### src/rtl/bpu_reg_pkg.sv
// Shared types for the register bank: operation encoding and its width.
package bpu_reg_pkg;

    localparam int REG_OP_W = 2;

    typedef enum logic [REG_OP_W-1:0] {
        CLR  = 2'b00,
        LOAD = 2'b01,
        INC  = 2'b10,
        DEC  = 2'b11
    } reg_op_e;

endpackage

### src/rtl/register_cell.sv
// One WIDTH-bit register with CLR/LOAD/INC/DEC. The next value and the wrap
// indication are exported combinationally so the bank can build its flags
// from exactly the value that gets written.
module register_cell
    import bpu_reg_pkg::*;
#(
    parameter int WIDTH = 8
) (
    input  logic                clk,
    input  logic                rst_n,
    input  logic                en,
    input  logic [REG_OP_W-1:0] op,
    input  logic [WIDTH-1:0]    data,
    output logic [WIDTH-1:0]    q,
    output logic [WIDTH-1:0]    nxt,
    output logic                wrap
);

    // Candidate next value and wrap for the requested op (modulo 2^WIDTH).
    always_comb begin
        nxt  = q;
        wrap = 1'b0;
        case (reg_op_e'(op))
            CLR:  nxt = '0;
            LOAD: nxt = data;
            INC: begin
                nxt  = q + WIDTH'(1);
                wrap = (q == '1);
            end
            DEC: begin
                nxt  = q - WIDTH'(1);
                wrap = (q == '0);
            end
        endcase
    end

    // Storage: commit the candidate only when this cell is selected.
    always_ff @(posedge clk or negedge rst_n) begin
        if (!rst_n) begin
            q <= '0;
        end else if (en) begin
            q <= nxt;
        end
    end

endmodule

### src/rtl/register_bank.sv
// DEPTH x WIDTH register bank with one operation port, two independent
// combinational read ports (zero when disabled, so they can be OR-ed onto a
// shared bus) and registered wrap/zero flags describing the last executed op.
//
// Command qualifier: op_en is a single-cycle strobe with no ready; every
// strobed command with an in-range op_addr executes on that rising edge.
// Out-of-range commands are dropped and leave the flags untouched.
module register_bank
    import bpu_reg_pkg::*;
#(
    parameter int   WIDTH  = 8,
    parameter int   DEPTH  = 4,
    localparam int  ADDR_W = $clog2(DEPTH)
) (
    input  logic                clk,
    input  logic                rst_n,
    input  logic                op_en,
    input  logic [REG_OP_W-1:0] op,
    input  logic [ADDR_W-1:0]   op_addr,
    input  logic [WIDTH-1:0]    op_data,
    input  logic                rd_a_en,
    input  logic [ADDR_W-1:0]   rd_a_addr,
    output logic [WIDTH-1:0]    rd_a_data,
    input  logic                rd_b_en,
    input  logic [ADDR_W-1:0]   rd_b_addr,
    output logic [WIDTH-1:0]    rd_b_data,
    output logic                wrap,
    output logic                zero
);

    logic [DEPTH-1:0] cell_en;
    logic [DEPTH-1:0] cell_wrap;
    logic [WIDTH-1:0] cell_q   [DEPTH];
    logic [WIDTH-1:0] cell_nxt [DEPTH];
    logic [WIDTH-1:0] sel_nxt;
    logic             sel_wrap;
    logic             op_valid;

    // Address decode: an out-of-range op_addr matches no cell.
    for (genvar i = 0; i < DEPTH; i++) begin : g_cell
        assign cell_en[i] = op_en && (op_addr == ADDR_W'(i));

        register_cell #(
            .WIDTH(WIDTH)
        ) u_cell (
            .clk  (clk),
            .rst_n(rst_n),
            .en   (cell_en[i]),
            .op   (op),
            .data (op_data),
            .q    (cell_q[i]),
            .nxt  (cell_nxt[i]),
            .wrap (cell_wrap[i])
        );
    end

    assign op_valid = |cell_en;

    // Pick the value/wrap of the cell being written (at most one is enabled).
    always_comb begin
        sel_nxt  = '0;
        sel_wrap = 1'b0;
        for (int i = 0; i < DEPTH; i++) begin
            if (cell_en[i]) begin
                sel_nxt  = cell_nxt[i];
                sel_wrap = cell_wrap[i];
            end
        end
    end

    // Flags follow the last executed op and hold otherwise.
    always_ff @(posedge clk or negedge rst_n) begin
        if (!rst_n) begin
            wrap <= 1'b0;
            zero <= 1'b0;
        end else if (op_valid) begin
            wrap <= sel_wrap;
            zero <= (sel_nxt == '0);
        end
    end

    // Read muxes: pre-edge contents, zero when disabled or out of range.
    always_comb begin
        rd_a_data = '0;
        rd_b_data = '0;
        for (int i = 0; i < DEPTH; i++) begin
            if (rd_a_en && (rd_a_addr == ADDR_W'(i))) rd_a_data = cell_q[i];
            if (rd_b_en && (rd_b_addr == ADDR_W'(i))) rd_b_data = cell_q[i];
        end
    end

endmodule
### config.mk
export PLATFORM = sky130hd
export DESIGN_NAME = register_bank
export DESIGN_NICKNAME = d
export VERILOG_FILES = /design/src/rtl/bpu_reg_pkg.sv /design/src/rtl/register_cell.sv /design/src/rtl/register_bank.sv
export SDC_FILE = /design/constraint.sdc
export NUM_CORES = 1
export LEC_CHECK = 0
export ABC_CLOCK_PERIOD_IN_PS = 2800
export CORE_UTILIZATION = 53
export CTS_CLUSTER_DIAMETER = 120
export DETAILED_ROUTE_END_ITERATION = 10
export MAX_ROUTING_LAYER = met4
export PLACE_DENSITY = 0.78
export SKIP_CTS_REPAIR_TIMING = 1
export SYNTH_ARGS = -nofsm -noshare
export SYNTH_HDL_FRONTEND = slang
export SYNTH_HIERARCHICAL = 1
export SYNTH_SLANG_ARGS = --single-unit
### constraint.sdc
create_clock -name clk -period 2.8 [get_ports clk]
set_input_delay 0.56 -clock clk [delete_from_list [all_inputs] [get_ports clk]]
set_output_delay 0.56 -clock clk [all_outputs]
set_load 0.005 [all_outputs]
==> impl.org, run 1 <==
** Run status
- The run finished, with violations left.
- Violated checks :: negative setup slack

** GRT
- Entering global routing, the biggest net connects 35 pins.
- The initial antenna violation count is 0.
- The total overflow left after global routing is 0.
- Total track usage :: 35.3%
- Global-route wire length before repair :: 19.9 mm
- Via count of the first global-routing pass :: 3931

** Pwr
- In this run, flip-flops and latches consume 26.7% of the power.
- Net load switching power :: 1.54 mW
- Leak :: 2.17 nW
- In this run, the clock network consumes 10.2% of the power.
- IR analysis of the VDD net gives a maximum drop of 0.000446 V.
- Design internal power :: 2.11 mW
- Comb power frac :: 63.1%
- Power per cell area :: 725 nW/um^2
- Switching share of total power :: 42.1%

** Flow run
- Number of max-capacitance violations reported :: 0

** STA
- Worst Hold Slack :: 358 ps
- Measured against its own limit, the worst slew margin works out to 44.3%.
- Setup repair after global routing could not meet its margin everywhere.
- At the pin with the least slew margin, the transition time is 836 ps.
- Static timing analysis puts the maximum clock frequency at 0.356 GHz.
- Final-layout setup total negative slack :: -9.49 ps
- Final critical-path required period :: 2810 ps
- Clock skew on the completed layout was measured at 13.7 ps.
- Fin worst setup slack :: -9.49 ps
- Setup violation total in the final timing report :: 1
- Number of hold-slack violations in the final timing report :: 0
- Post-route fraction of the period consumed by the critical path :: 100%
- The number of max-slew violations in the final report is 0.

** Floorplan
- Site Rows :: 30
- The floorplan step set the die width to 87.9 um.
- Vertical die dimension :: 87.9 um
- The die covers 7730 um^2.
- Floorplan Core Area :: 6980 um^2
- For this configuration, the core starts out at a cell density of 56.1%.
- Top-Level Pins :: 39

** Synthesis
- Dividing the synthesized area by the synthesized cell count gives 8.40 um^2.
- Yosys printed 6 warnings.
- Among all flip-flop cells after synthesis, the most frequent one is sky130_fd_sc_hd__dfrtp_1.
- Cell type with the highest aggregate area in the netlist :: sky130_fd_sc_hd__dfrtp_1
- Mapped cell area :: 3920 um^2
- Synthesized Nets :: 495
- Count of flip-flops with a built-in enable after synthesis :: 0
- Number of cells produced by synthesis :: 466
- Sequential area share after synthesis :: 21.7%
- The number of different library cells used by synthesis comes to 54.
- Summed over its instances, the top area cell type makes up 21.7% of the synthesized netlist area.
- Number of synthesized register bits :: 34
- Top post-synthesis cells by area :: sky130_fd_sc_hd__dfrtp_1 22%, sky130_fd_sc_hd__mux4_2 9.8%, sky130_fd_sc_hd__mux2_2 5.8%
- Async SR Flop Fraction :: 100%

** Final layout
- After routing the design area is 5040 um^2.
- The final layout contains 586 nets.
- Area delta synth->final :: 28.7%
- Area of the multi-input gates :: 2870 um^2
- Most common cell after layout, fill and taps aside :: sky130_fd_sc_hd__buf_4
- Commonest cells after routing, fill and taps aside :: 77 x sky130_fd_sc_hd__buf_4, 41 x sky130_fd_sc_hd__nand2_1, 36 x sky130_fd_sc_hd__o21ai_0, 33 x sky130_fd_sc_hd__dfrtp_1, 26 x sky130_fd_sc_hd__clkdlybuf4s50_1
- Count of fill cells added during filler insertion :: 567
- Measured on the finished design, the core utilization comes to 72.2%.
- In the final layout, the share of cells above drive strength 1 is 29.4%.
- Sequential cell area in the final layout :: 852 um^2
- For this run, the number of standard cells in the final layout without fillers is 653.
- Count of inserted antenna diode cells :: 0

** CTS
- The clock drives 34 sinks.
- Clk Latency, worst-skew pair :: 300 ps
- The clock tree synthesis step divided the H-tree into 2 levels.
- TritonCTS built the clock tree.
- TritonCTS created 5 clock buffers.
- Reg clk slew, reported paths :: 80 ps
- The clock passes through at most 2 buffers.
- CTS placed an instance of sky130_fd_sc_hd__clkbuf_8 at the clock tree root.

** Detailed routing
- In the final routing, the length of wire on met1 measures 5.14 mm.
- Dividing the detail-routed via count by the number of cells gives 6.55.
- Top routing layer in use :: met4
- Total wirelength of the detailed-routed design :: 12.6 mm
- DRT antenna net count :: 0
- The detailed router finished its first iteration with 352 violations.
- Average detailed-routed wire length per instance :: 19.3 um
- Total met3 wirelength after detailed routing :: 1.11 mm
- First drt pass iteration count :: 5
- After detailed routing, the number of remaining DRC violations is 0.
- Detailed-route via count :: 4275
- The routed design uses 5.93 mm of met2 wire.

** Setup path
- In this run the critical register-to-register path is launched from g_cell[3].u_cell/q[1].
- In this run the worst path has a maximum fanout of 8.
- Measured in cells, the most critical reg-to-reg path has a length of 9.
- Data on the critical path arrives at its endpoint at 3050 ps.
- The critical path is of the input port to flip-flop type.
- Reg-to-reg endpoint :: zero
- At the worst endpoint, the required time is 3040 ps.
- Nature of the critical path endpoint :: flip-flop
- Type of element launching the critical path :: input port
- Reg-to-reg setup timing slack :: 90 ps

** Min path
- In this run the worst hold path is classified as input port to asynchronous set/reset pin.

** Place
- At the end of routability-driven placement, the weighted congestion stood at 0.969.
- Port Buffers :: 38
- After detailed placement, the design holds a cell count of 640.
- Cell area after placement :: 4860 um^2
- Once detailed placement completed, the half-perimeter wirelength came to 9.20 mm.
[registers in the layout (all words and copies together) (netlist names)]
register         count
zero                 1
wrap                 1
g_cell.u_cell/q     32
[cell families after synthesis]
group | Yosys count | synth area share (%)
XOR/XNOR | 23 | 5.15
buffers and inverters | 52 | 6.33
AO/OA/AOI/OAI | 128 | 21.4
multiplexers | 44 | 17.3
adder cells (fa/ha/maj) | 8 | 2.56
AND/OR/NAND/NOR | 177 | 25.5
flip-flops | 34 | 21.7
[routing by layer]
layer	global-route usage, %	up-vias
met5	-	-
met4	15.2	0
met1	45.3	2053
li1	-	1932
met2	54.1	245
met3	6.60	45
[critical path, stage by stage]
cell	delay, ps
sky130_fd_sc_hd__clkbuf_4	180
sky130_fd_sc_hd__nand2_4	120
sky130_fd_sc_hd__inv_1	50
sky130_fd_sc_hd__ha_1	310
sky130_fd_sc_hd__or3b_4	380
sky130_fd_sc_hd__o21ai_2	70
sky130_fd_sc_hd__a211oi_2	70
sky130_fd_sc_hd__xor2_1	160
sky130_fd_sc_hd__o21ai_1	90
sky130_fd_sc_hd__or4_4	430
sky130_fd_sc_hd__a211o_1	240
sky130_fd_sc_hd__a211o_1	270
sky130_fd_sc_hd__a21oi_2	110
[how the worst max path moves through the flow]
stage,from,endpoint,slack [ps]
3_5_place_dp,op[1],zero,-350
3_3_place_gp,op[1],zero,-280
2_1_floorplan,op[1],zero,-40
5_1_grt,op[0],zero,-160
6_report,op[0],zero,-9
4_1_cts,rd_a_addr[0],rd_a_data[0],-130
[synth_stat cells, types with 11 or more instances]
| cell type | count |
|---|---|
| sky130_fd_sc_hd__nand3_1 | 17 |
| sky130_fd_sc_hd__o21ai_0 | 40 |
| sky130_fd_sc_hd__a21oi_1 | 25 |
| sky130_fd_sc_hd__dfrtp_1 | 34 |
| sky130_fd_sc_hd__inv_1 | 18 |
| sky130_fd_sc_hd__buf_2 | 12 |
| sky130_fd_sc_hd__mux2_2 | 20 |
| sky130_fd_sc_hd__nor3_1 | 17 |
| sky130_fd_sc_hd__xor2_1 | 12 |
| sky130_fd_sc_hd__mux4_2 | 17 |
| sky130_fd_sc_hd__nor2_1 | 18 |
| sky130_fd_sc_hd__xnor2_1 | 11 |
| sky130_fd_sc_hd__clkbuf_1 | 13 |
| sky130_fd_sc_hd__nand2_1 | 41 |
| sky130_fd_sc_hd__and2_1 | 19 |
[area by class of cell]
cell class / instances / share of cell area (%)
multi-input cells: 380 / 57.0
clock buffers: 7 / 1.51
well taps: 96 / 2.38
inverters: 18 / 1.49
repair buffers: 118 / 20.7
flip-flops and latches: 34 / 16.9
[power groups by stage]
stage / combinational, mW / sequential [mW] / clock, mW
6_report: 2.30 / 0.976 / 0.372
5_1_grt: 2.48 / 1.01 / 0.398
4_1_cts: 2.23 / 0.960 / 0.380
3_5_place_dp: 2.22 / 0.970 / 0
3_3_place_gp: 2.16 / 0.959 / 0
2_1_floorplan: 1.52 / 0.842 / 0
[metrics by stage]
step	setup WS [ps]	power, mW
after CTS	-125	3.58
final	-9.49	3.65
after floorplan	-37.0	2.36
after global placement	-276	3.12
after detailed placement	-352	3.19
after global routing	-164	3.89
(Power assumes the default switching activity.)
==> run 2, diff against run 1 <==
--- a/config.mk
+++ b/config.mk
@@ -6,11 +6,12 @@
 export NUM_CORES = 1
 export LEC_CHECK = 0
 export ABC_CLOCK_PERIOD_IN_PS = 2800
-export CORE_UTILIZATION = 53
+export CORE_UTILIZATION = 55
 export CTS_CLUSTER_DIAMETER = 120
 export DETAILED_ROUTE_END_ITERATION = 10
+export DONT_BUFFER_PORTS = 1
 export MAX_ROUTING_LAYER = met4
-export PLACE_DENSITY = 0.78
+export PLACE_DENSITY = 0.73
 export SKIP_CTS_REPAIR_TIMING = 1
 export SYNTH_ARGS = -nofsm -noshare
 export SYNTH_HDL_FRONTEND = slang
==> run 2 against run 1 <==
- the run now ends clean
- largest cell class unchanged
- die area shrank 3.5%
- global-route usage down 3.1 points
- critical endpoint unchanged
- setup slack better by 140 ps
- clock power is 7.3% higher
- final area shrank 17%
- core utilization fell by 11 points
- highest routed layer unchanged
==> impl.org, run 2 (synthesis results as in run 1) <==
** STA
- The slew at the pin with the worst max-slew slack came to 539 ps (-296 ps).
- The number of max-slew violations in the final report came to 0 (unchanged).
- Setup repair after global routing left no endpoint under its margin.
- The final clock skew came to 7.61 ps (-6.10 ps).
- Highest achievable clock rate :: 0.375 GHz (+5.4%)
- Fin worst setup slack :: 134 ps (+143 ps)
- Worst slew slack as a fraction of its limit :: 64.0% (+20 points)
- Setup violation total in the final timing report :: 0 (-1)
- The final hold violation count is 0 (unchanged).
- The share of the cycle needed by the critical path after routing came to 95.2% (-5.1 points).
- Final critical-path required period :: 2670 ps (-143 ps)

** CTS
- The sink count of the clock tree is 34 (unchanged).
- The clock-pin slew on the worst setup and hold paths is 80 ps (about the same).
- The number of buffers created by CTS is 5 (unchanged).
- Maximum root-to-sink buffer count :: 2 (unchanged)
- The root buffer cell chosen for the clock tree is sky130_fd_sc_hd__clkbuf_8.
- The maximum level of the CTS H-tree was 2 (unchanged).
- Clk Latency, worst-skew pair :: 290 ps (about the same)
- Clock tree from TritonCTS :: done

** Pwr
- The overall power after layout was 3.21 mW (-12%).
- Power per cell area :: 764 nW/um^2 (+5.4%)
- IR Drop Worst-Case VDD :: 0.000573 V (+29%)
- Leak :: 1.61 nW (-26%)

** Final layout
- The multi-input gate area in the final layout came to 2850 um^2 (-0.96%).
- Area delta synth->final :: 7.25%
- The number of nets at the end of the flow is 494 (-16%).
- The post-route non-filler standard cell count came to 562 (-14%).
- In the layout the commonest cells are 41 x sky130_fd_sc_hd__nand2_1, 36 x sky130_fd_sc_hd__o21ai_0, 33 x sky130_fd_sc_hd__dfrtp_1, 25 x sky130_fd_sc_hd__a21oi_1, 25 x sky130_fd_sc_hd__buf_4.
- Most common cell after layout, fill and taps aside :: sky130_fd_sc_hd__nand2_1
- The finished layout cell area came to 4200 um^2 (-17%).
- The area used by sequential logic in the layout was 852 um^2 (unchanged).
- Layout cell share with drive strength beyond 1 :: 22.3% (-7.1 points)
- Max reg flops :: 32 (unchanged)
- The largest registers in the layout are g_cell.u_cell/q (32), wrap (1), zero (1).
- The number of diodes added for antenna fixing came to 0 (unchanged).
- Count of fill cells added during filler insertion :: 600 (+5.8%)
- Largest register by flop count :: g_cell.u_cell/q

** Detailed routing
- DRT antenna net count :: 0 (unchanged)
- Remaining DRCs :: 0 (unchanged)
- The average via count per standard cell came to 6.73 (+2.8%).
- First drt pass iteration count :: 5 (unchanged)
- Total wirelength of the detailed-routed design :: 11.2 mm (-11%)
- The DRC violation total after the first TritonRoute iteration came to 236 (-33%).
- The average detailed-routed wire length per instance is 20.0 um (+3.4%).
- Detailed-route via count :: 3781 (-12%)

** Floorplan
- Floorplan Core Area :: 6830 um^2 (-2.2%)
- The die outline height is 86.4 um (-1.8%).
- Site Rows :: 30 (unchanged)
- Starting density of the core :: 57.3% (+1.2 points)
- The number of I/O pins is 39 (unchanged).
- Die width :: 86.4 um (-1.8%)
- Overall die area :: 7460 um^2 (-3.5%)

** Setup path
- In this design, the critical path's most frequently occurring cell is sky130_fd_sc_hd__a211o_1.
- Maximum cell stage delay along the critical path :: 470 ps (+40 ps)
- Type of element launching the critical path :: flip-flop
- The worst endpoint data arrival time is 2900 ps (-150 ps).
- The worst path required time is 3030 ps (about the same).
- Critical path's top delay family :: compound AO/OA/AOI/OAI gates
- Chain of cells forming the critical path :: nor3_1 > a21oi_1 > o21ai_1 > xnor2_1 > o21ai_0 > or4_1 > a211o_1 > a211o_1 > a21oi_2
- Critical path buffers and inverters :: 0 (-2)
- The slowest stage of the critical path belongs to the cell sky130_fd_sc_hd__dfrtp_1.
- The worst setup path is of the flip-flop to flip-flop kind.
- Largest fanout on the critical path :: 5 (-3)
- Nature of the critical path endpoint :: flip-flop

** GRT
- Global-route wire length before repair :: 17.8 mm (-11%)
- The pin count of the biggest net entering global routing was 67 (+91%).
- The global routing usage summed across all routing layers came to 32.1% (-3.1 points).
- Via count of the first global-routing pass :: 3501 (-11%)
- Residual overflow from global routing :: 0 (unchanged)
- The initial antenna violation count came to 0 (unchanged).

** Place
- The area after detailed placement came to 4080 um^2 (-16%).
- The number of I/O port buffers is 0 (-100%).
- The setup slack at placement is -50.0 ps (+302 ps).
- Dpl hpwl :: 7.97 mm (-13%)
- Global placer's final weighted congestion :: 0.947 (-2.3%)
- Instance count after placement with tap cells included :: 553 (-14%)

** Min path
- Path category of the worst min-delay check :: input port to asynchronous set/reset pin

** Flow run
- Number of max-capacitance violations reported :: 0 (unchanged)

** Run status
- The flow ran to the end, and the final reports show no timing, DRC or antenna violations.
==> run 2: cell types whose count changed in the layout (fill, tap and decap cells not counted), sizes merged <==
cell and delta:
clkbuf -1, clkdlybuf4s50 -26, dlymetal6s2s -9, buf -56, clkinv +1
==> run 2: final timing paths <==
check,from,endpoint,slack [ps],depth (start not counted)
max reg2reg,g_cell[0].u_cell/q[4],zero,130,9
min in group clk,op[1],g_cell[1].u_cell/q[5],360,1
max,g_cell[0].u_cell/q[4],zero,130,9
min,rst_n,g_cell[1].u_cell/q[5],90,1
max in group asynchronous,rst_n,g_cell[2].u_cell/q[7],2510,1
min reg2reg,wrap,wrap,580,1
==> run 2: routing by layer <==
layer / vias to the layer above / routed length, um / global-route usage (%)
li1: 1739 / - / -
met1: 1845 / 4690 / 41.0
met2: 154 / 5170 / 50.2
met3: 43 / 810 / 5.24
met4: 0 / 550 / 14.8
met5: - / 0 / -
==> run 2: layout make-up <==
type | count | area share (%)
multi-input combinational | 380 | 67.8
timing repair buffer | 26 | 5.13
sequential | 34 | 20.3
inverter | 18 | 1.79
clock inverter | 1 | 0.119
tap | 96 | 2.86
clock buffer | 7 | 2.06
==> run 2: power by group <==
| group | leakage [nW] | total, mW | switching, mW | internal (mW) |
|---|---|---|---|---|
| Sequential | 0.428 | 0.944 | 0.285 | 0.659 |
| Clock | 0.0482 | 0.399 | 0.200 | 0.199 |
| Combinational | 1.14 | 1.86 | 0.896 | 0.968 |
| Total | 1.61 | 3.21 | 1.38 | 1.83 |
==> run 2: worst register-to-register path: stages (launching register included) <==
cell	delay (ps)
sky130_fd_sc_hd__dfrtp_1	470
sky130_fd_sc_hd__nor3_1	450
sky130_fd_sc_hd__a21oi_1	130
sky130_fd_sc_hd__o21ai_1	180
sky130_fd_sc_hd__xnor2_1	170
sky130_fd_sc_hd__o21ai_0	120
sky130_fd_sc_hd__or4_1	470
sky130_fd_sc_hd__a211o_1	240
sky130_fd_sc_hd__a211o_1	270
sky130_fd_sc_hd__a21oi_2	110
==> run 2: metrics by stage <==
step | utilization [%] | hold WS, ps | setup TNS [ps]
finish | 61.5 | 88.0 | 0
global route | 61.5 | 95.7 | 0
CTS | 61.0 | -52.6 | 0
detailed placement | 59.7 | 266 | -50.0
global placement | 59.7 | 266 | 0
floorplan | - | 264 | -37.0
